$ cat src/rtl/dlock_ctrl_if.sv
// Attempt handshake and result bundle between a requester and dlock_ctrl.
// The requester offers a code word; the controller returns a one-cycle result pulse.
interface dlock_ctrl_if;
   logic [5:0] code;
   logic       code_valid;
   logic       code_ready;
   logic       result_valid;
   logic       result_ok;

   modport master (
      output code,
      output code_valid,
      input  code_ready,
      input  result_valid,
      input  result_ok
   );

   modport slave (
      input  code,
      input  code_valid,
      output code_ready,
      output result_valid,
      output result_ok
   );
endinterface

$ cat src/rtl/dlock_ctrl.sv
// Attempt controller for the serial combination lock: clears the lock, shifts a
// 6-bit code MSB-first, grades the attempt, and manages door-open and lockout windows.
module dlock_ctrl #(
   parameter int unsigned MAX_FAIL       = 3,
   parameter int unsigned LOCKOUT_CYCLES = 16,
   parameter int unsigned OPEN_CYCLES    = 8
) (
   input  logic        clk,
   input  logic        clear,
   dlock_ctrl_if.slave req,
   input  logic        relock,
   output logic        lock_b_in,
   output logic        lock_clear_n,
   input  logic        lock_unlock,
   output logic        door_open,
   output logic        locked_out,
   output logic [3:0]  fail_count
);

   localparam int unsigned TMAX = (LOCKOUT_CYCLES > OPEN_CYCLES) ? LOCKOUT_CYCLES : OPEN_CYCLES;
   localparam int unsigned TW   = $clog2(TMAX + 1);

   localparam logic [TW-1:0] OPEN_LD  = TW'(OPEN_CYCLES);
   localparam logic [TW-1:0] LOCK_LD  = TW'(LOCKOUT_CYCLES);
   localparam logic [TW-1:0] TIMER_1  = TW'(1);
   localparam logic [4:0]    FAIL_LIM = 5'(MAX_FAIL);
   localparam logic [3:0]    FAIL_SAT = 4'(MAX_FAIL);

   typedef enum logic [2:0] {
      S_IDLE,
      S_CLR,
      S_SHIFT,
      S_CHECK,
      S_OPEN,
      S_LOCKOUT
   } state_t;

   state_t        state_q, state_d;
   logic [5:0]    code_q, code_d;
   logic [2:0]    idx_q, idx_d;
   logic [TW-1:0] timer_q, timer_d;
   logic [3:0]    fail_q, fail_d;
   logic          b_in_q, b_in_d;
   logic          clr_n_q, clr_n_d;
   logic          rv_q, rv_d;
   logic          rok_q, rok_d;
   logic          door_q, door_d;
   logic          lock_q, lock_d;
   logic          ready;
   logic [4:0]    fail_inc;

   // Gated by clear so no handshake can be taken while reset is held.
   assign ready    = (state_q == S_IDLE) && !clear;
   assign fail_inc = {1'b0, fail_q} + 5'd1;

   always_comb begin
      state_d = state_q;
      code_d  = code_q;
      idx_d   = idx_q;
      timer_d = timer_q;
      fail_d  = fail_q;
      rv_d    = 1'b0;
      rok_d   = 1'b0;

      unique case (state_q)
         S_IDLE: begin
            if (req.code_valid && ready) begin
               code_d  = req.code;
               state_d = S_CLR;
            end
         end
         S_CLR: begin
            idx_d   = 3'd5;
            state_d = S_SHIFT;
         end
         S_SHIFT: begin
            if (idx_q == 3'd0) begin
               state_d = S_CHECK;
            end else begin
               idx_d = idx_q - 3'd1;
            end
         end
         S_CHECK: begin
            rv_d  = 1'b1;
            rok_d = lock_unlock;
            if (lock_unlock) begin
               fail_d  = '0;
               timer_d = OPEN_LD;
               state_d = S_OPEN;
            end else if (fail_inc == FAIL_LIM) begin
               fail_d  = FAIL_SAT;
               timer_d = LOCK_LD;
               state_d = S_LOCKOUT;
            end else begin
               fail_d  = fail_inc[3:0];
               state_d = S_IDLE;
            end
         end
         S_OPEN: begin
            if (relock || (timer_q <= TIMER_1)) begin
               timer_d = '0;
               state_d = S_IDLE;
            end else begin
               timer_d = timer_q - TIMER_1;
            end
         end
         S_LOCKOUT: begin
            if (timer_q <= TIMER_1) begin
               timer_d = '0;
               fail_d  = '0;
               state_d = S_IDLE;
            end else begin
               timer_d = timer_q - TIMER_1;
            end
         end
         default: begin
            state_d = S_IDLE;
         end
      endcase

      // Lock-facing outputs are registered, so decode them from the next state.
      clr_n_d = (state_d == S_SHIFT) || (state_d == S_CHECK) || (state_d == S_OPEN);
      b_in_d  = (state_d == S_SHIFT) ? code_q[idx_d] : 1'b0;
      door_d  = (state_d == S_OPEN);
      lock_d  = (state_d == S_LOCKOUT);
   end

   always_ff @(posedge clk) begin
      if (clear) begin
         state_q <= S_IDLE;
         code_q  <= '0;
         idx_q   <= '0;
         timer_q <= '0;
         fail_q  <= '0;
         b_in_q  <= 1'b0;
         clr_n_q <= 1'b0;
         rv_q    <= 1'b0;
         rok_q   <= 1'b0;
         door_q  <= 1'b0;
         lock_q  <= 1'b0;
      end else begin
         state_q <= state_d;
         code_q  <= code_d;
         idx_q   <= idx_d;
         timer_q <= timer_d;
         fail_q  <= fail_d;
         b_in_q  <= b_in_d;
         clr_n_q <= clr_n_d;
         rv_q    <= rv_d;
         rok_q   <= rok_d;
         door_q  <= door_d;
         lock_q  <= lock_d;
      end
   end

   assign req.code_ready   = ready;
   assign req.result_valid = rv_q;
   assign req.result_ok    = rok_q;
   assign lock_b_in        = b_in_q;
   assign lock_clear_n     = clr_n_q;
   assign door_open        = door_q;
   assign locked_out       = lock_q;
   assign fail_count       = fail_q;

endmodule

$ cat src/flat_wrapper.sv
// flat-port wrapper written by rule: the top's interface ports become plain ports
module dlock_ctrl_flat 
#(
   parameter int unsigned MAX_FAIL       = 3,
   parameter int unsigned LOCKOUT_CYCLES = 16,
   parameter int unsigned OPEN_CYCLES    = 8
)
  (clk, clear, relock, lock_b_in, lock_clear_n, lock_unlock, door_open, locked_out, fail_count, req_code, req_code_valid, req_code_ready, req_result_valid, req_result_ok);
  dlock_ctrl_if req_i ();
  input  logic clk;
  input  logic clear;
  input  logic relock;
  output logic lock_b_in;
  output logic lock_clear_n;
  input  logic lock_unlock;
  output logic door_open;
  output logic locked_out;
  output logic [3:0] fail_count;
  input wire logic [$bits(req_i.code)-1:0] req_code;
  input wire logic [$bits(req_i.code_valid)-1:0] req_code_valid;
  output wire logic [$bits(req_i.code_ready)-1:0] req_code_ready;
  output wire logic [$bits(req_i.result_valid)-1:0] req_result_valid;
  output wire logic [$bits(req_i.result_ok)-1:0] req_result_ok;
  assign req_i.code = req_code;
  assign req_i.code_valid = req_code_valid;
  assign req_code_ready = req_i.code_ready;
  assign req_result_valid = req_i.result_valid;
  assign req_result_ok = req_i.result_ok;
  dlock_ctrl #(.MAX_FAIL(MAX_FAIL), .LOCKOUT_CYCLES(LOCKOUT_CYCLES), .OPEN_CYCLES(OPEN_CYCLES)) u_core (.clk(clk), .clear(clear), .req(req_i), .relock(relock), .lock_b_in(lock_b_in), .lock_clear_n(lock_clear_n), .lock_unlock(lock_unlock), .door_open(door_open), .locked_out(locked_out), .fail_count(fail_count));
endmodule
$ cat config.mk
export PLATFORM = sky130hd
export DESIGN_NAME = dlock_ctrl_flat
export DESIGN_NICKNAME = d
export VERILOG_FILES = /design/src/rtl/dlock_ctrl_if.sv /design/src/rtl/dlock_ctrl.sv /design/src/flat_wrapper.sv
export SDC_FILE = /design/constraint.sdc
export NUM_CORES = 1
export LEC_CHECK = 0
export BUFFER_PORTS_ARGS = -buffer_cell sky130_fd_sc_hd__buf_2
export CORE_MARGIN = 2
export CORE_UTILIZATION = 60
export DETAILED_ROUTE_END_ITERATION = 8
export PLACE_DENSITY = 0.9
export SYNTH_ARGS = -nofsm -noshare
export SYNTH_HDL_FRONTEND = slang
export SYNTH_SLANG_ARGS = --single-unit
$ cat constraint.sdc
create_clock -name clk -period 2.7 [get_ports clk]
set_input_delay 0.54 -clock clk [delete_from_list [all_inputs] [get_ports clk]]
set_output_delay 0.54 -clock clk [all_outputs]
set_load 0.05 [all_outputs]
Word-level counts from Yosys, hierarchy flattened --
Index checks and enable logic that the tools add are counted.
Word-level totals: bits in registers 27, latch bits 0, RAM bits 0, memory bits (read-only) 0, input port bits 11, output and inout bits 11, memories 0
Cells by class: add/sub/neg operators 3, multipliers 0, div/mod/pow operators 0, magnitude comparators 2, equal/unequal tests 12, shift-type cells 0, muxes and demuxes 21, bitwise logic cells 2, reduce and logical (&&, ||, !) cells 15
Operators by type and width (number):
- two-way mux 3 bit | 7
- two-way mux 5 bit | 4
- one-hot mux 3 bit (6 select lines) | 1
- one-hot mux 5 bit (3 select lines) | 1
- == test 3 x 2 -> 1 bit, second input constant | 4
- == test 3 bit, second input constant | 4
- two-way mux 4 bit | 3
- one-hot mux 4 bit (2 select lines) | 1
- logical NOT 3 bit | 2
- one-hot mux 3 bit (2 select lines) | 1
- AND reduction 2 bit | 3
- adder 4 x 1 -> 5 bit, second input constant | 1
- == test 5 x 2 -> 1 bit, second input constant | 1
- less-or-equal comparator 5 x 1 -> 1 bit, second input constant | 1
- subtractor 5 x 1 -> 5 bit, second input constant | 1
- less-than comparator 3 x 4 -> 1 bit, second input constant | 1
- OR reduction 2 bit | 2
- binary-select mux 1 bit (select 3 bit) | 1
- == test 3 x 1 -> 1 bit, second input constant | 1
- logical OR 1 bit | 3
- != test 3 x 2 -> 1 bit, second input constant | 1
- nonzero test 3 bit | 1
- subtractor 3 x 1 -> 3 bit, second input constant | 1
- logical AND 1 bit | 2
- 5 further kinds | 7

Depth between registers and ports, before layout --
depth after elaboration 8, depth in mapped cells 7

Worst setup path before layout --
OpenSTA, ideal clock, no wires.
path type input port to flip-flop, start in clear, end reg u_core.lock_q (netlist: u_core.locked_out), arrival time 2049 ps, required time 2632 ps, setup slack 583 ps, stages 6, buffers on the path 1, path through clkbuf_1 -> nor4_4 -> nand2_2 -> o311a_1 -> nor2b_1 -> nor2_1
On the way: longest elaborated chain between the ends 6
RTL lines:
- start: declaration | line flat_wrapper.sv:11 | input logic clear;
- logical NOT 1 bit | line dlock_ctrl.sv:53 | assign ready = (state_q == S_IDLE) && !clear;
- logical AND 1 bit | line dlock_ctrl.sv:53
- net req_code_ready | line flat_wrapper.sv:21 | output wire logic [$bits(req_i.code_ready)-1:0] req_code_ready;
- logical AND 1 bit | line dlock_ctrl.sv:67 | if (req.code_valid && ready) begin
- two-way mux 3 bit | line dlock_ctrl.sv:67
- one-hot mux 3 bit (6 select lines) | line dlock_ctrl.sv:65 | unique case (state_q)
- == test 3 bit | line dlock_ctrl.sv:125 | lock_d = (state_d == S_LOCKOUT);
- end signal: assignment | line dlock_ctrl.sv:152 | lock_q <= lock_d;
- end: declaration | line dlock_ctrl.sv:48 | logic lock_q, lock_d;
The timed path passes the listed nets, and every way through them passes these cells. A chain may end at the register's enable or synchronous reset.

Final worst setup path --
start reg u_core.state_q[2], end out req_code_ready
On the way: longest elaborated chain between the ends 2
RTL lines:
- start: declaration | line dlock_ctrl.sv:38 | state_t state_q, state_d;
- start signal: assignment | line dlock_ctrl.sv:142 | state_q <= state_d;
- logical NOT 3 bit | line dlock_ctrl.sv:53
- logical AND 1 bit | line dlock_ctrl.sv:53
- end: declaration | line flat_wrapper.sv:21
No other way between the ends.

==> metrics.csv <==
metric;value;unit
drt first pass iters;4;
First DRT Iteration DRCs;35;
Worst setup SP type;register;
routability cong.;0.853;
post-synth cell types;54;
type of the most critical hold path;in2reg;
Layout area overhead;7.95;%
slew margin rel.;0.543;
gr usage total;0.259;
Post-Synthesis Cells;180;
EDFF count, synth;0;
share of post-route cells with drive strength above 1;0.192;
vias in the first global route;1296;
FMAX;427;MHz
final hold violations;0;
# rows;18;
H-Tree Depth;1;
Post-DP HPWL;2570;um
net count after synthesis;197;
CTS buffer count;3;
CP max stage cell;nor4_4;
Core Area;2450;um2
crit end category;output pin;
Placement Cell Area;1640;um2
Port Buffers;21;
initial antenna violation count;0;
Tmin final;2340;ps
met2 GRT Util;0.504;
clk root buf;clkbuf_4;
slew of the pin with the lowest slew margin;684;ps
Cell Chain, Critical Path;nor4_4 -> buf_2;
worst-skew pair later-pin latency;330;ps
IO Pins;22;
Layout Skew;3.37;ps
VDD IR max;0.426;mV
most frequent cells in the layout;dfxtp_1 (27), buf_2 (21), nor2_1 (18);
post-synthesis sequential area ratio;0.350;
largest net degree at the start of global routing;25;
fin. max-slew vios;0;
Final Cell Area;1670;um2
worst endpoint required time;2160;ps
Non-Filler Instances;228;
Leak;0.661;nW
peak fanout along the critical path;17;
final net count;216;
unrepaired setup endpoints after global routing;false;
max cap viols;0;
residual DRC count;0;
dominant synthesized flop cell;dfxtp_1;
first-pass GRT wire length;5590;um
n_diodes;0;
met1 usage;0.285;
Avg WL per Cell;15.0;um
# fillers;203;
Mean Syn Cell Area;8.57;um2
DP Cell Count;224;
outcome;completed;
hold buffer count at cts;0;
Post-DRT Antenna Nets;0;
most used routing layer;met2;
Yosys reg bits;27;
Die ar.;2990;um2
Initial Utilization;0.628;
Worst Path Arrival;1800;ps
Power per Cell Area;492;nW/um2
crit path kind;reg2out;
TNS Setup;0;ps
GR Layer Usage met3;0.0328;
post-cts sizing count;0;
Ys Warns;0;
CTS tree;done;
DIE HEIGHT;54.7;um
GR Overflow Total;0;
WL final;3420;um
final number of setup-violating endpoints;0;
overall power;820;uW
period utilization;0.866;
Core Util, Final;0.678;
most common cell after layout, fill and taps aside;dfxtp_1;
detailed-route via count;1391;
CTS Buffer Depth;2;
TritonCTS Sinks;27;
via/cell ratio;6.10;
mapped cell area;1540;um2
Clk pin slew, worst setup/hold paths;140;ps
die width;54.7;um
fraction of registers with async set/reset;0;
crit-path max cell delay;560;ps
Setup Fix Bufs, Post-CTS;0;
## worst max-delay path: cells and delay by family (launching register included)
kind | cells | cell delay [ps]
buf+inv | 1 | 350
flops | 1 | 550
simple gates | 1 | 560
## per-stage QoR
| step | hold WS [ps] | setup WS (ps) |
|---|---|---|
| after floorplan | 431 | 583 |
| after global placement | 449 | 681 |
| after detailed placement | 455 | 541 |
| after CTS | 451 | 370 |
| after global routing | 458 | 267 |
| final | 443 | 361 |
## state kept, by name, indices dropped and copies added, names as in the netlist
register and cells:
u_core.code_q 6, u_core.timer_q 5, u_core.fail_count 4, u_core.idx_q 3, u_core.state_q 3, u_core.door_open 1
u_core.lock_b_in 1, u_core.lock_clear_n 1, u_core.locked_out 1, u_core.req.result_ok 1, u_core.req.result_valid 1
## cell type report
class	count	area (um2)	area share
Sequential cell	27	541	0.325
Inverter	9	33.8	0.0203
Tap cell	30	37.5	0.0225
Clock buffer	4	26.3	0.0158
Timing Repair Buffer	21	105	0.0631
Multi-Input combinational cell	137	922	0.554
## kinds of logic after synthesis
kind of cell	synth area share
compound gates	0.224
xor+xnor	0.0114
fa+ha+maj	0.0487
buf+inv	0.0519
flops	0.350
mux	0.0130
simple gates	0.301
## path summary, 6_finish.rpt
| path | startpoint | end | slack (ps) | cells past startpoint |
|---|---|---|---|---|
| worst max-delay path | u_core.state_q[2] | req_code_ready | 360 | 2 |
| worst min-delay path | req_code[4] | u_core.code_q[4] | 440 | 3 |
| worst min register to register | u_core.code_q[5] | u_core.code_q[5] | 470 | 2 |
| worst max register to register | u_core.idx_q[0] | u_core.lock_b_in | 490 | 7 |
## power breakdown
| part | leakage [nW] | internal [mW] | total [mW] | switching (mW) |
|---|---|---|---|---|
| sequential | 0.219 | 0.416 | 0.442 | 0.0256 |
| clock | 0.0150 | 0.0580 | 0.177 | 0.119 |
| combinational | 0.427 | 0.0761 | 0.201 | 0.125 |
| total | 0.661 | 0.550 | 0.820 | 0.269 |
## cells in the mapped netlist (2+ instances only)
library cell	instances	area (um2)
o21bai_1	2	15.0
dfxtp_1	27	541
buf_6	2	22.5
a211oi_1	4	30.0
nor2b_1	8	50.1
nor2_1	18	67.6
nand2b_1	4	25.0
clkbuf_1	3	11.3
nand3b_1	2	15.0
a21o_1	2	15.0
or3_1	2	12.5
nand2_1	12	45.0
nand3_1	9	45.0
o21ai_0	3	15.0
nor3_1	7	35.0
ha_1	6	75.1
a311oi_1	2	17.5
and2_1	2	12.5
mux2i_1	2	20.0
o21ai_1	2	10.0
xnor2_1	2	17.5
nor4_1	2	12.5
inv_1	9	33.8
a2111oi_2	2	30.0
a21oi_1	17	85.1
## per-layer routing
layer / wire (um) / vias to the layer above / part of all wire
met5: 0 / - / 0
met4: 29 / 0 / 0.0085
met3: 109 / 4 / 0.032
met2: 1820 / 32 / 0.53
met1: 1460 / 669 / 0.43
li1: - / 686 / -
Power figures use the tool's default switching activity.
